$ cat src/rtl/i2s_trx_core_if.sv
// i2s_trx_core_if: transmit and receive word-stream handshake bundle for i2s_trx_core
// master: drives tx_valid_i/tx_data_i/rx_ready_i, observes tx_ready_o and the rx word outputs
// slave : the core side of the same signals
interface i2s_trx_core_if #(
  parameter int DATA_WIDTH = 32
);
  logic                  tx_valid_i;
  logic                  tx_ready_o;
  logic [DATA_WIDTH-1:0] tx_data_i;
  logic                  rx_valid_o;
  logic                  rx_ready_i;
  logic [DATA_WIDTH-1:0] rx_data_o;
  logic                  rx_ch_o;
  modport master (output tx_valid_i, tx_data_i, rx_ready_i, input tx_ready_o, rx_valid_o, rx_data_o, rx_ch_o);
  modport slave (input tx_valid_i, tx_data_i, rx_ready_i, output tx_ready_o, rx_valid_o, rx_data_o, rx_ch_o);
endinterface

$ cat src/rtl/i2s_trx_core.sv
// i2s_trx_core: I2S master transmitter/receiver with 8/16/24/32-bit slots, MSB/LSB-first and Philips/left-justified framing
// clk_i/rst_i: clock and synchronous active-high reset
// en_i, lsb_i, fmt_i, chl_i, div_i: run enable and frame configuration (change only while en_i=0)
// clr_i, busy_o, tx_udr_o, rx_ovf_o: sticky flag clear, busy (=en_i), underrun and overflow flags
// i2s_sck_o, i2s_ws_o, i2s_sd_o, i2s_sd_i: I2S master pins
// bus: tx/rx word streams (slave modport of i2s_trx_core_if)
// Define I2S_TRX_RX_EN to build the receive path; without it the rx outputs are tied low.
module i2s_trx_core #(
  parameter int DATA_WIDTH = 32,
  parameter int DIV_WIDTH  = 8
) (
  input  logic                 clk_i,
  input  logic                 rst_i,
  input  logic                 en_i,
  input  logic                 lsb_i,
  input  logic                 fmt_i,
  input  logic [1:0]           chl_i,
  input  logic [DIV_WIDTH-1:0] div_i,
  input  logic                 clr_i,
  output logic                 busy_o,
  output logic                 tx_udr_o,
  output logic                 rx_ovf_o,
  output logic                 i2s_sck_o,
  output logic                 i2s_ws_o,
  output logic                 i2s_sd_o,
  input  logic                 i2s_sd_i,
  i2s_trx_core_if.slave        bus
);
  logic run_q, sck_q, sck_d, ws_q, ws_d, sd_q, sd_d, ch_q, ch_d;
  logic hold_vld_q, hold_vld_d, udr_q, udr_d;
  logic [DIV_WIDTH-1:0] div_q, div_d;
  logic [4:0] bit_q, bit_d, last;
  logic [DATA_WIDTH-1:0] sr_q, sr_d, hold_q, hold_d;
  logic tc, rise, fall, wrap, start, accept;
  always_comb begin
    last = {chl_i, 3'b111};
    tc = en_i && run_q && div_q == div_i;
    rise = tc && !sck_q;
    fall = tc && sck_q;
    wrap = fall && bit_q == last;
    start = (en_i && !run_q) || wrap;
    accept = bus.tx_valid_i && !hold_vld_q;
    div_d = !en_i || div_q == div_i ? '0 : div_q + DIV_WIDTH'(1);
    sck_d = en_i && (sck_q ^ tc);
    bit_d = !en_i || wrap ? '0 : bit_q + 5'(fall);
    ch_d = en_i && (ch_q ^ wrap);
    sr_d = start ? (hold_vld_q ? hold_q : '0) : sr_q;
    // sd is picked from the held word by bit index rather than shifted, so slot length only affects indexing
    sd_d = en_i && sr_d[lsb_i ? bit_d : last - bit_d];
    // Philips framing announces the next channel during the last bit of the current slot
    ws_d = en_i && (fmt_i ? ch_d : ch_d ^ (bit_d == last));
    hold_vld_d = accept || (hold_vld_q && !start);
    hold_d = accept ? bus.tx_data_i : hold_q;
    udr_d = (start && !hold_vld_q) || (udr_q && !clr_i);
  end
  always_ff @(posedge clk_i) begin
    if (rst_i) begin
      run_q <= 1'b0;
      div_q <= '0;
      sck_q <= 1'b0;
      ws_q <= 1'b0;
      sd_q <= 1'b0;
      ch_q <= 1'b0;
      bit_q <= '0;
      sr_q <= '0;
      hold_q <= '0;
      hold_vld_q <= 1'b0;
      udr_q <= 1'b0;
    end else begin
      run_q <= en_i;
      div_q <= div_d;
      sck_q <= sck_d;
      ws_q <= ws_d;
      sd_q <= sd_d;
      ch_q <= ch_d;
      bit_q <= bit_d;
      sr_q <= sr_d;
      hold_q <= hold_d;
      hold_vld_q <= hold_vld_d;
      udr_q <= udr_d;
    end
  end
  assign busy_o = en_i;
  assign tx_udr_o = udr_q;
  assign i2s_sck_o = sck_q;
  assign i2s_ws_o = ws_q;
  assign i2s_sd_o = sd_q;
  assign bus.tx_ready_o = !hold_vld_q;
`ifdef I2S_TRX_RX_EN
  logic [DATA_WIDTH-1:0] rx_sr_q, rx_sr_d, rx_data_q, rx_data_d, mask;
  logic rx_vld_q, rx_vld_d, rx_ch_q, rx_ch_d, ovf_q, ovf_d, done, free;
  always_comb begin
    mask = ~({DATA_WIDTH{1'b1}} << ({1'b0, chl_i, 3'b000} + 6'd8));
    rx_sr_d = rx_sr_q;
    if (rise) rx_sr_d[lsb_i ? bit_q : last - bit_q] = i2s_sd_i;
    done = rise && bit_q == last;
    free = !rx_vld_q || bus.rx_ready_i;
    rx_vld_d = (done && free) || (rx_vld_q && !bus.rx_ready_i);
    rx_data_d = done && free ? rx_sr_d & mask : rx_data_q;
    rx_ch_d = done && free ? ch_q : rx_ch_q;
    ovf_d = (done && !free) || (ovf_q && !clr_i);
  end
  always_ff @(posedge clk_i) begin
    if (rst_i) begin
      rx_sr_q <= '0;
      rx_data_q <= '0;
      rx_vld_q <= 1'b0;
      rx_ch_q <= 1'b0;
      ovf_q <= 1'b0;
    end else begin
      rx_sr_q <= rx_sr_d;
      rx_data_q <= rx_data_d;
      rx_vld_q <= rx_vld_d;
      rx_ch_q <= rx_ch_d;
      ovf_q <= ovf_d;
    end
  end
  assign bus.rx_valid_o = rx_vld_q;
  assign bus.rx_data_o = rx_data_q;
  assign bus.rx_ch_o = rx_ch_q;
  assign rx_ovf_o = ovf_q;
`else
  logic rx_unused;
  assign rx_unused = ^{i2s_sd_i, bus.rx_ready_i, rise};
  assign bus.rx_valid_o = 1'b0;
  assign bus.rx_data_o = '0;
  assign bus.rx_ch_o = 1'b0;
  assign rx_ovf_o = 1'b0;
`endif
endmodule

$ cat src/flat_wrapper.sv
// flat-port wrapper written by rule: the top's interface ports become plain ports
module i2s_trx_core_flat 
#(
  parameter int DATA_WIDTH = 32,
  parameter int DIV_WIDTH  = 8
)
  (clk_i, rst_i, en_i, lsb_i, fmt_i, chl_i, div_i, clr_i, busy_o, tx_udr_o, rx_ovf_o, i2s_sck_o, i2s_ws_o, i2s_sd_o, i2s_sd_i, bus_tx_valid_i, bus_tx_data_i, bus_rx_ready_i, bus_tx_ready_o, bus_rx_valid_o, bus_rx_data_o, bus_rx_ch_o);
  i2s_trx_core_if #(.DATA_WIDTH(DATA_WIDTH)) bus_i ();
  input  logic clk_i;
  input  logic rst_i;
  input  logic en_i;
  input  logic lsb_i;
  input  logic fmt_i;
  input  logic [1:0] chl_i;
  input  logic [DIV_WIDTH-1:0] div_i;
  input  logic clr_i;
  output logic busy_o;
  output logic tx_udr_o;
  output logic rx_ovf_o;
  output logic i2s_sck_o;
  output logic i2s_ws_o;
  output logic i2s_sd_o;
  input  logic i2s_sd_i;
  input wire logic [$bits(bus_i.tx_valid_i)-1:0] bus_tx_valid_i;
  input wire logic [$bits(bus_i.tx_data_i)-1:0] bus_tx_data_i;
  input wire logic [$bits(bus_i.rx_ready_i)-1:0] bus_rx_ready_i;
  output wire logic [$bits(bus_i.tx_ready_o)-1:0] bus_tx_ready_o;
  output wire logic [$bits(bus_i.rx_valid_o)-1:0] bus_rx_valid_o;
  output wire logic [$bits(bus_i.rx_data_o)-1:0] bus_rx_data_o;
  output wire logic [$bits(bus_i.rx_ch_o)-1:0] bus_rx_ch_o;
  assign bus_i.tx_valid_i = bus_tx_valid_i;
  assign bus_i.tx_data_i = bus_tx_data_i;
  assign bus_i.rx_ready_i = bus_rx_ready_i;
  assign bus_tx_ready_o = bus_i.tx_ready_o;
  assign bus_rx_valid_o = bus_i.rx_valid_o;
  assign bus_rx_data_o = bus_i.rx_data_o;
  assign bus_rx_ch_o = bus_i.rx_ch_o;
  i2s_trx_core #(.DATA_WIDTH(DATA_WIDTH), .DIV_WIDTH(DIV_WIDTH)) u_core (.clk_i(clk_i), .rst_i(rst_i), .en_i(en_i), .lsb_i(lsb_i), .fmt_i(fmt_i), .chl_i(chl_i), .div_i(div_i), .clr_i(clr_i), .busy_o(busy_o), .tx_udr_o(tx_udr_o), .rx_ovf_o(rx_ovf_o), .i2s_sck_o(i2s_sck_o), .i2s_ws_o(i2s_ws_o), .i2s_sd_o(i2s_sd_o), .i2s_sd_i(i2s_sd_i), .bus(bus_i));
endmodule
$ cat config.mk
export PLATFORM = sky130hd
export DESIGN_NAME = i2s_trx_core_flat
export DESIGN_NICKNAME = d
export VERILOG_FILES = /design/src/rtl/i2s_trx_core_if.sv /design/src/rtl/i2s_trx_core.sv /design/src/flat_wrapper.sv
export SDC_FILE = /design/constraint.sdc
export NUM_CORES = 1
export LEC_CHECK = 0
export ABC_CLOCK_PERIOD_IN_PS = 4500
export CORE_MARGIN = 1.5
export CORE_UTILIZATION = 45
export CTS_CLUSTER_SIZE = 16
export DETAILED_ROUTE_END_ITERATION = 10
export PLACE_DENSITY_LB_ADDON = 0.05
export SYNTH_ARGS = -nofsm -noshare
export SYNTH_HDL_FRONTEND = slang
export SYNTH_SLANG_ARGS = --single-unit
$ cat constraint.sdc
create_clock -name clk_i -period 4.5 [get_ports clk_i]
set_input_delay 0.9 -clock clk_i [delete_from_list [all_inputs] [get_ports clk_i]]
set_output_delay 0.9 -clock clk_i [all_outputs]
set_load 0.05 [all_outputs]
==> results.sh, run 1 <==
export IMPL_run_status="complete, no violations"
export IMPL_place_ws_ps=97.40
export IMPL_synth_cells=513
export IMPL_cts_made_buffers=9
export IMPL_clock_path_buffers=2
export IMPL_drc=0
export IMPL_postRouteAntennaNets=0
export IMPL_setup_tns_ps=0
export IMPL_tightest_pin_transition_ps=1026
export IMPL_synth_top_cell_area_share_pct=39.07
export IMPL_clock_skew_final_ps=18.41
export IMPL_gr_total_overflow=0
export IMPL_power_density_mw_per_mm2=309.9
export IMPL_io_buffer_count=54
export IMPL_synth_seq_cells=84
export IMPL_mappedNetlistArea_mm2=0.004304
export IMPL_fp_dieH_um=100.8
export IMPL_final_area_mm2=0.005104
export IMPL_final_period_utilization_pct=88.60
export IMPL_critical_path_required_ps=4740
export IMPL_drive_gt1_share_pct=9.059
export IMPL_clock_insertion_delay_worst_skew_ps=380
export IMPL_cts_htree_levels=3
export IMPL_synth_area_leaders="sky130_fd_sc_hd__dfxtp_1, sky130_fd_sc_hd__nand2_1, sky130_fd_sc_hd__buf_4, sky130_fd_sc_hd__a21oi_1, sky130_fd_sc_hd__xnor2_1"
export IMPL_leak_pwr_nw=1.923
export IMPL_final_hold_viol_count=0
export IMPL_antenna_violations_before_repair=0
export IMPL_via_count_of_the_first_global_routing_pass=3408
export IMPL_cts_root_buf="sky130_fd_sc_hd__clkbuf_8"
export IMPL_antenna_cells=0
export IMPL_yosysWarningCount=0
export IMPL_most_common_cell_after_layout_fill_and_taps_aside="sky130_fd_sc_hd__nand2_1"
export IMPL_crit_fanout=6
export IMPL_tritoncts="done"
export IMPL_placement_cell_area_mm2=0.004910
export IMPL_grtUsageTotal_pct=21.50
export IMPL_post_cts_repair_setup_buffers=0
export IMPL_synth_edff_count=0
export IMPL_floorplan_io_pins=92
export IMPL_start_util_pct=46.58
export IMPL_tritoncts_num_sinks=84
export IMPL_design_final_nets=625
export IMPL_growth_of_design_area_from_synthesis_to_finish_pct=18.58
export IMPL_start_kind="primary input"
export IMPL_internal_power_mw=1.073
export IMPL_register_area_mm2=0.001682
export IMPL_setup_viol=0
export IMPL_first_pass_grt_wire_length_um=16990
export IMPL_path_clk_slew_ps=90
export IMPL_total_switching_power_mw=0.5090
export IMPL_holdBufCountCts=0
export IMPL_period_needed_ps=3987
export IMPL_core_area_mm2=0.009240
export IMPL_detail_route_iter0_violations=208
export IMPL_die_area_mm2=0.01016
export IMPL_drt_wl_total_um=10270
export IMPL_achievable_frequency_mhz=250.8
export IMPL_ys_types=62
export IMPL_detailedRoute_firstPassIterationCount=4
export IMPL_filler_cells=904
export IMPL_detailed_place_hpwl_um=7520
export IMPL_area_of_the_multi_input_gates_mm2=0.002316
export IMPL_worst_setup_path_end_kind="flip-flop"
export IMPL_seqPwrFrac_pct=49.5
export IMPL_utilization_pct=55.23
export IMPL_power_mw=1.582
export IMPL_synth_area_per_cell_um2=8.390
export IMPL_maximum_number_of_pins_on_one_net_before_global_route_repair=71
export IMPL_final_cell_mix="sky130_fd_sc_hd__nand2_1, sky130_fd_sc_hd__dfxtp_1, sky130_fd_sc_hd__clkdlybuf4s50_1"
export IMPL_maxCapViolations=0
export IMPL_drt_vias_per_instance=5.188
export IMPL_classification_of_the_worst_slack_hold_path="flip-flop to flip-flop"
export IMPL_routedWlPerCell_um=14.61
export IMPL_worst_ep_arrival_time_ps=4220
export IMPL_seq_area_frac_synth_pct=39.07
export IMPL_synthDominantAreaCellType="sky130_fd_sc_hd__dfxtp_1"
export IMPL_final_worst_path_setup_slack_ps=512.9
export IMPL_comb_power_share_pct=16.8
export IMPL_vdd_drop_max_v=0.0001862
export IMPL_asyncSetResetFlopFracSynth_pct=0
export IMPL_slew_headroom_pct=31.40
export IMPL_netSwitchingFraction_pct=32.18
export IMPL_globalplace_congestion=0.9180
export IMPL_rsz0062_at_grt="no"
export IMPL_finalMaxSlewViolations=0
export IMPL_cts_repair_resized=0
export IMPL_crit_type="primary input to flip-flop"
export IMPL_share_clk_of_total_power_pct=33.7
export IMPL_placementRows=35
export IMPL_vias_after_detailed_routing=3647
export IMPL_synth_ff_type="sky130_fd_sc_hd__dfxtp_1"
export IMPL_floorplan_die_width_um=100.8
## logic make-up after synthesis
logic type	after synthesis	share of synthesized area, %
DFF	84	39.07
muxes	12	2.849
xor gates and xnor gates	29	6.512
buffers and inverters	74	10.26
AOI/OAI and AO/OA	121	19.42
adders and majority gates	5	1.453
and+or+nand+nor	187	20.35
other	1	0.08713
## sequential cells by signal, indices dropped and copies added, names as in the netlist, 5 cells and up
signal and cells:
u_core.hold_q 32, u_core.sr_q 32, u_core.div_q 8, u_core.bit_q 5
## stage by stage
step,instances,hold WS (ps)
2_1_floorplan,547,427.1
3_3_place_gp,687,438.4
3_5_place_dp,687,443.6
4_1_cts,703,455.6
5_1_grt,703,475.7
6_report,703,456.7
## per-layer routing
layer	global-route usage [%]	wire length (um)
met5	0	0
met4	6.501	141
met3	3.814	485
met2	33.26	4600
met1	30.53	5046
## Yosys cell counts (3+ instances only)
cell type                  number
sky130_fd_sc_hd__and3_1         6
sky130_fd_sc_hd__mux2i_1       10
sky130_fd_sc_hd__ha_1           5
sky130_fd_sc_hd__nand2b_1       3
sky130_fd_sc_hd__nand3_1       27
sky130_fd_sc_hd__nor2b_1       15
sky130_fd_sc_hd__a221oi_1       3
sky130_fd_sc_hd__buf_4         37
sky130_fd_sc_hd__xnor2_1       18
sky130_fd_sc_hd__nor2_1        28
sky130_fd_sc_hd__o311ai_0       3
sky130_fd_sc_hd__nor3b_1        3
sky130_fd_sc_hd__o21a_1         3
sky130_fd_sc_hd__and2_1         3
sky130_fd_sc_hd__a22o_1        13
sky130_fd_sc_hd__inv_1          7
sky130_fd_sc_hd__clkbuf_1      20
sky130_fd_sc_hd__a211oi_1       6
sky130_fd_sc_hd__nor3_1         3
sky130_fd_sc_hd__a21oi_1       52
sky130_fd_sc_hd__xor2_1         9
sky130_fd_sc_hd__a21o_1         3
sky130_fd_sc_hd__o21ai_0        4
sky130_fd_sc_hd__nand4_1        4
sky130_fd_sc_hd__a22oi_1        9
sky130_fd_sc_hd__o211ai_1       3
sky130_fd_sc_hd__nand2_1       86
sky130_fd_sc_hd__a31oi_1        3
sky130_fd_sc_hd__buf_2          5
sky130_fd_sc_hd__dfxtp_1       84
## power by group through the flow
stage | Combinational, mW | Clock [mW] | Sequential (mW)
after floorplan | 0.202 | 0 | 0.798
after global placement | 0.264 | 0 | 0.800
after detailed placement | 0.266 | 0 | 0.801
after CTS | 0.267 | 0.541 | 0.783
after global routing | 0.289 | 0.573 | 0.787
final | 0.266 | 0.532 | 0.783
## layout make-up
cell class	instances	area share [%]
Inverter	8	0.5884
Timing Repair Buffer	77	14.12
Multi-Input combinational cell	389	45.38
Tap cell	129	3.163
Clock buffer	9	2.427
Sequential cell	84	32.95
Clock inverter	7	1.373
## worst max-delay path, stage by stage
cell	delay [ps]
sky130_fd_sc_hd__clkdlybuf4s50_1	470
sky130_fd_sc_hd__xnor2_1	120
sky130_fd_sc_hd__nand4_1	150
sky130_fd_sc_hd__nor3_1	200
sky130_fd_sc_hd__ha_1	290
sky130_fd_sc_hd__ha_1	340
sky130_fd_sc_hd__a21bo_2	260
sky130_fd_sc_hd__o41ai_2	50
sky130_fd_sc_hd__or2_1	360
sky130_fd_sc_hd__mux2i_1	320
sky130_fd_sc_hd__a2111oi_0	150
sky130_fd_sc_hd__o41a_1	440
sky130_fd_sc_hd__o2bb2ai_1	160
## final timing paths
kind                               from                         end  slack, ps  cells past startpoint
max                            div_i[2]  u_core.i2s_sd_o$_SDFF_PP0_        510                     13
min           u_core.sr_q[9]$_SDFF_PP0_   u_core.sr_q[9]$_SDFF_PP0_        460                      2
max reg2reg  u_core.div_q[0]$_SDFF_PP0_  u_core.i2s_sd_o$_SDFF_PP0_       1030                     12
min reg2reg   u_core.sr_q[9]$_SDFF_PP0_   u_core.sr_q[9]$_SDFF_PP0_        460                      2
No activity file was read; power rests on OpenSTA's default activity.
==> run 2, diff against run 1 <==
--- a/config.mk
+++ b/config.mk
@@ -5,12 +5,13 @@
 export SDC_FILE = /design/constraint.sdc
 export NUM_CORES = 1
 export LEC_CHECK = 0
-export ABC_CLOCK_PERIOD_IN_PS = 4500
+export ABC_CLOCK_PERIOD_IN_PS = 3800
 export CORE_MARGIN = 1.5
 export CORE_UTILIZATION = 45
 export CTS_CLUSTER_SIZE = 16
 export DETAILED_ROUTE_END_ITERATION = 10
 export PLACE_DENSITY_LB_ADDON = 0.05
+export RECOVER_POWER = 100
 export SYNTH_ARGS = -nofsm -noshare
 export SYNTH_HDL_FRONTEND = slang
 export SYNTH_SLANG_ARGS = --single-unit
==> constraint.sdc (replaced) <==
create_clock -name clk_i -period 3.8 [get_ports clk_i]
set_input_delay 0.76 -clock clk_i [delete_from_list [all_inputs] [get_ports clk_i]]
set_output_delay 0.76 -clock clk_i [all_outputs]
set_load 0.05 [all_outputs]
==> results.sh, run 2 (same netlist as run 1, synthesis figures left out) <==
export IMPL_drive_gt1_share_pct=14.10
export IMPL_routedWlPerCell_um=14.50
export IMPL_growth_of_design_area_from_synthesis_to_finish_pct=24.68
export IMPL_placementRows=35
export IMPL_clock_path_buffers=2
export IMPL_clock_insertion_delay_worst_skew_ps=350
export IMPL_hold_depth=2
export IMPL_finalMaxSlewViolations=0
export IMPL_largestRegisters="u_core.hold_q x32, u_core.sr_q x32, u_core.div_q x8"
export IMPL_start_util_pct=46.58
export IMPL_antenna_cells=0
export IMPL_final_area_mm2=0.005366
export IMPL_vias_after_detailed_routing=3781
export IMPL_floorplan_io_pins=92
export IMPL_globalplace_congestion=0.8317
export IMPL_r2r_worst_path_cells=13
export IMPL_power_density_mw_per_mm2=352.6
export IMPL_first_pass_grt_wire_length_um=17730
export IMPL_clock_skew_final_ps=13.51
export IMPL_comb_power_share_pct=17.3
export IMPL_drt_vias_per_instance=5.116
export IMPL_netSwitchingFraction_pct=32.23
export IMPL_cts_htree_levels=3
export IMPL_core_area_mm2=0.009240
export IMPL_gr_total_overflow=0
export IMPL_drt_wl_total_um=10710
export IMPL_io_buffer_count=54
export IMPL_period_needed_ps=3615
export IMPL_via_count_of_the_first_global_routing_pass=3539
export IMPL_fp_dieH_um=100.8
export IMPL_crit_type="primary input to flip-flop"
export IMPL_vdd_drop_max_v=0.0002451
export IMPL_critical_path_required_ps=4040
export IMPL_placement_cell_area_mm2=0.005180
export IMPL_internal_power_mw=1.282
export IMPL_design_final_nets=661
export IMPL_cts_root_buf="sky130_fd_sc_hd__clkbuf_8"
export IMPL_start_kind="primary input"
export IMPL_maximum_number_of_pins_on_one_net_before_global_route_repair=71
export IMPL_detailedRoute_firstPassIterationCount=4
export IMPL_share_clk_of_total_power_pct=33.5
export IMPL_cts_made_buffers=9
export IMPL_classification_of_the_worst_slack_hold_path="flip-flop to flip-flop"
export IMPL_path_clk_slew_ps=90
export IMPL_most_common_cell_after_layout_fill_and_taps_aside="sky130_fd_sc_hd__nand2_1"
export IMPL_postRouteAntennaNets=0
export IMPL_drc=0
export IMPL_post_cts_repair_setup_buffers=0
export IMPL_rsz0062_at_grt="no"
export IMPL_die_area_mm2=0.01016
export IMPL_setup_viol=0
export IMPL_detailed_place_hpwl_um=7979
export IMPL_tritoncts_num_sinks=84
export IMPL_final_cell_mix="sky130_fd_sc_hd__nand2_1, sky130_fd_sc_hd__dfxtp_1, sky130_fd_sc_hd__a21oi_1"
export IMPL_crit_fanout=5
export IMPL_achievable_frequency_mhz=276.6
export IMPL_antenna_violations_before_repair=0
export IMPL_run_status="complete, no violations"
export IMPL_setup_tns_ps=0
export IMPL_final_period_utilization_pct=95.14
export IMPL_floorplan_die_width_um=100.8
export IMPL_final_hold_viol_count=0
export IMPL_grtUsageTotal_pct=22.12
export IMPL_slew_headroom_pct=29.41
export IMPL_total_switching_power_mw=0.6099
export IMPL_worst_setup_path_end_kind="flip-flop"
export IMPL_tightest_pin_transition_ps=1056
export IMPL_cts_repair_resized=0
export IMPL_holdBufCountCts=0
export IMPL_detail_route_iter0_violations=167
export IMPL_tritoncts="done"
export IMPL_maxCapViolations=0
export IMPL_worst_ep_arrival_time_ps=3850
export IMPL_leak_pwr_nw=2.082
export IMPL_seqPwrFrac_pct=49.2
==> run 2: cell types whose count changed in the layout (fill, tap and decap cells not counted), moves of 2 or more <==
| cell | delta |
|---|---|
| sky130_fd_sc_hd__clkdlybuf4s50_1 | -6 |
| sky130_fd_sc_hd__clkbuf_1 | +5 |
| sky130_fd_sc_hd__dlygate4sd3_1 | +6 |
| sky130_fd_sc_hd__clkbuf_4 | +2 |
| sky130_fd_sc_hd__buf_4 | +29 |
==> run 2: power by group through the flow <==
stage / registers (mW) / clock network, mW / logic, mW
after global placement: 0.950 / 0 / 0.326
after CTS: 0.931 / 0.645 / 0.329
after detailed placement: 0.952 / 0 / 0.328
final: 0.931 / 0.633 / 0.328
after floorplan: 0.945 / 0 / 0.239
after global routing: 0.935 / 0.684 / 0.354
==> run 2: stage by stage <==
step                      hold slack, ps  utilization, %  setup slack [ps]  power (mW)  cells
after floorplan                    427.1               -             396.3       1.185    547
after global placement             437.3           56.06            -276.3       1.276    723
after detailed placement           446.5           56.06            -289.1       1.280    723
after CTS                          461.3           58.16             62.63       1.905    739
after global routing               479.9           58.08             1.591       1.974    739
final                              460.4           58.08             184.7       1.892    739
==> run 2: worst paths after layout <==
path                         startpoint                          to  slack [ps]
max reg2reg  u_core.div_q[0]$_SDFF_PP0_  u_core.i2s_sd_o$_SDFF_PP0_         620
max                            div_i[2]  u_core.i2s_sd_o$_SDFF_PP0_         180
min reg2reg   u_core.sr_q[3]$_SDFF_PP0_   u_core.sr_q[3]$_SDFF_PP0_         460
min           u_core.sr_q[3]$_SDFF_PP0_   u_core.sr_q[3]$_SDFF_PP0_         460
==> run 2: layout make-up <==
| class | instances | area, um2 |
|---|---|---|
| Fill cell | 878 | 3874 |
| Multi-Input combinational cell | 389 | 2327 |
| Sequential cell | 84 | 1682 |
| Timing Repair Buffer | 113 | 972.2 |
| Tap cell | 129 | 161.4 |
| Clock buffer | 9 | 123.9 |
| Clock inverter | 7 | 70.07 |
| Inverter | 8 | 30.03 |
==> run 2: critical path, cell delays in order <==
cell	delay [ps]
sky130_fd_sc_hd__clkdlybuf4s50_1	480
sky130_fd_sc_hd__xnor2_1	130
sky130_fd_sc_hd__nand4_1	140
sky130_fd_sc_hd__nor3_1	230
sky130_fd_sc_hd__ha_2	270
sky130_fd_sc_hd__nand4_4	150
sky130_fd_sc_hd__nor2_1	280
sky130_fd_sc_hd__a211oi_1	120
sky130_fd_sc_hd__o21a_1	220
sky130_fd_sc_hd__ha_1	310
sky130_fd_sc_hd__nor2_1	140
sky130_fd_sc_hd__a21oi_1	80
sky130_fd_sc_hd__o41a_1	410
sky130_fd_sc_hd__o2bb2ai_1	130
==> run 2: routing by layer <==
layer / global-route usage (%) / vias to the layer above / wire (um)
met5: 0 / - / 0
met4: 5.092 / 0 / 113
met3: 4.022 / 11 / 464
met2: 35.55 / 106 / 4906
met1: 30.86 / 1758 / 5231
li1: - / 1906 / -
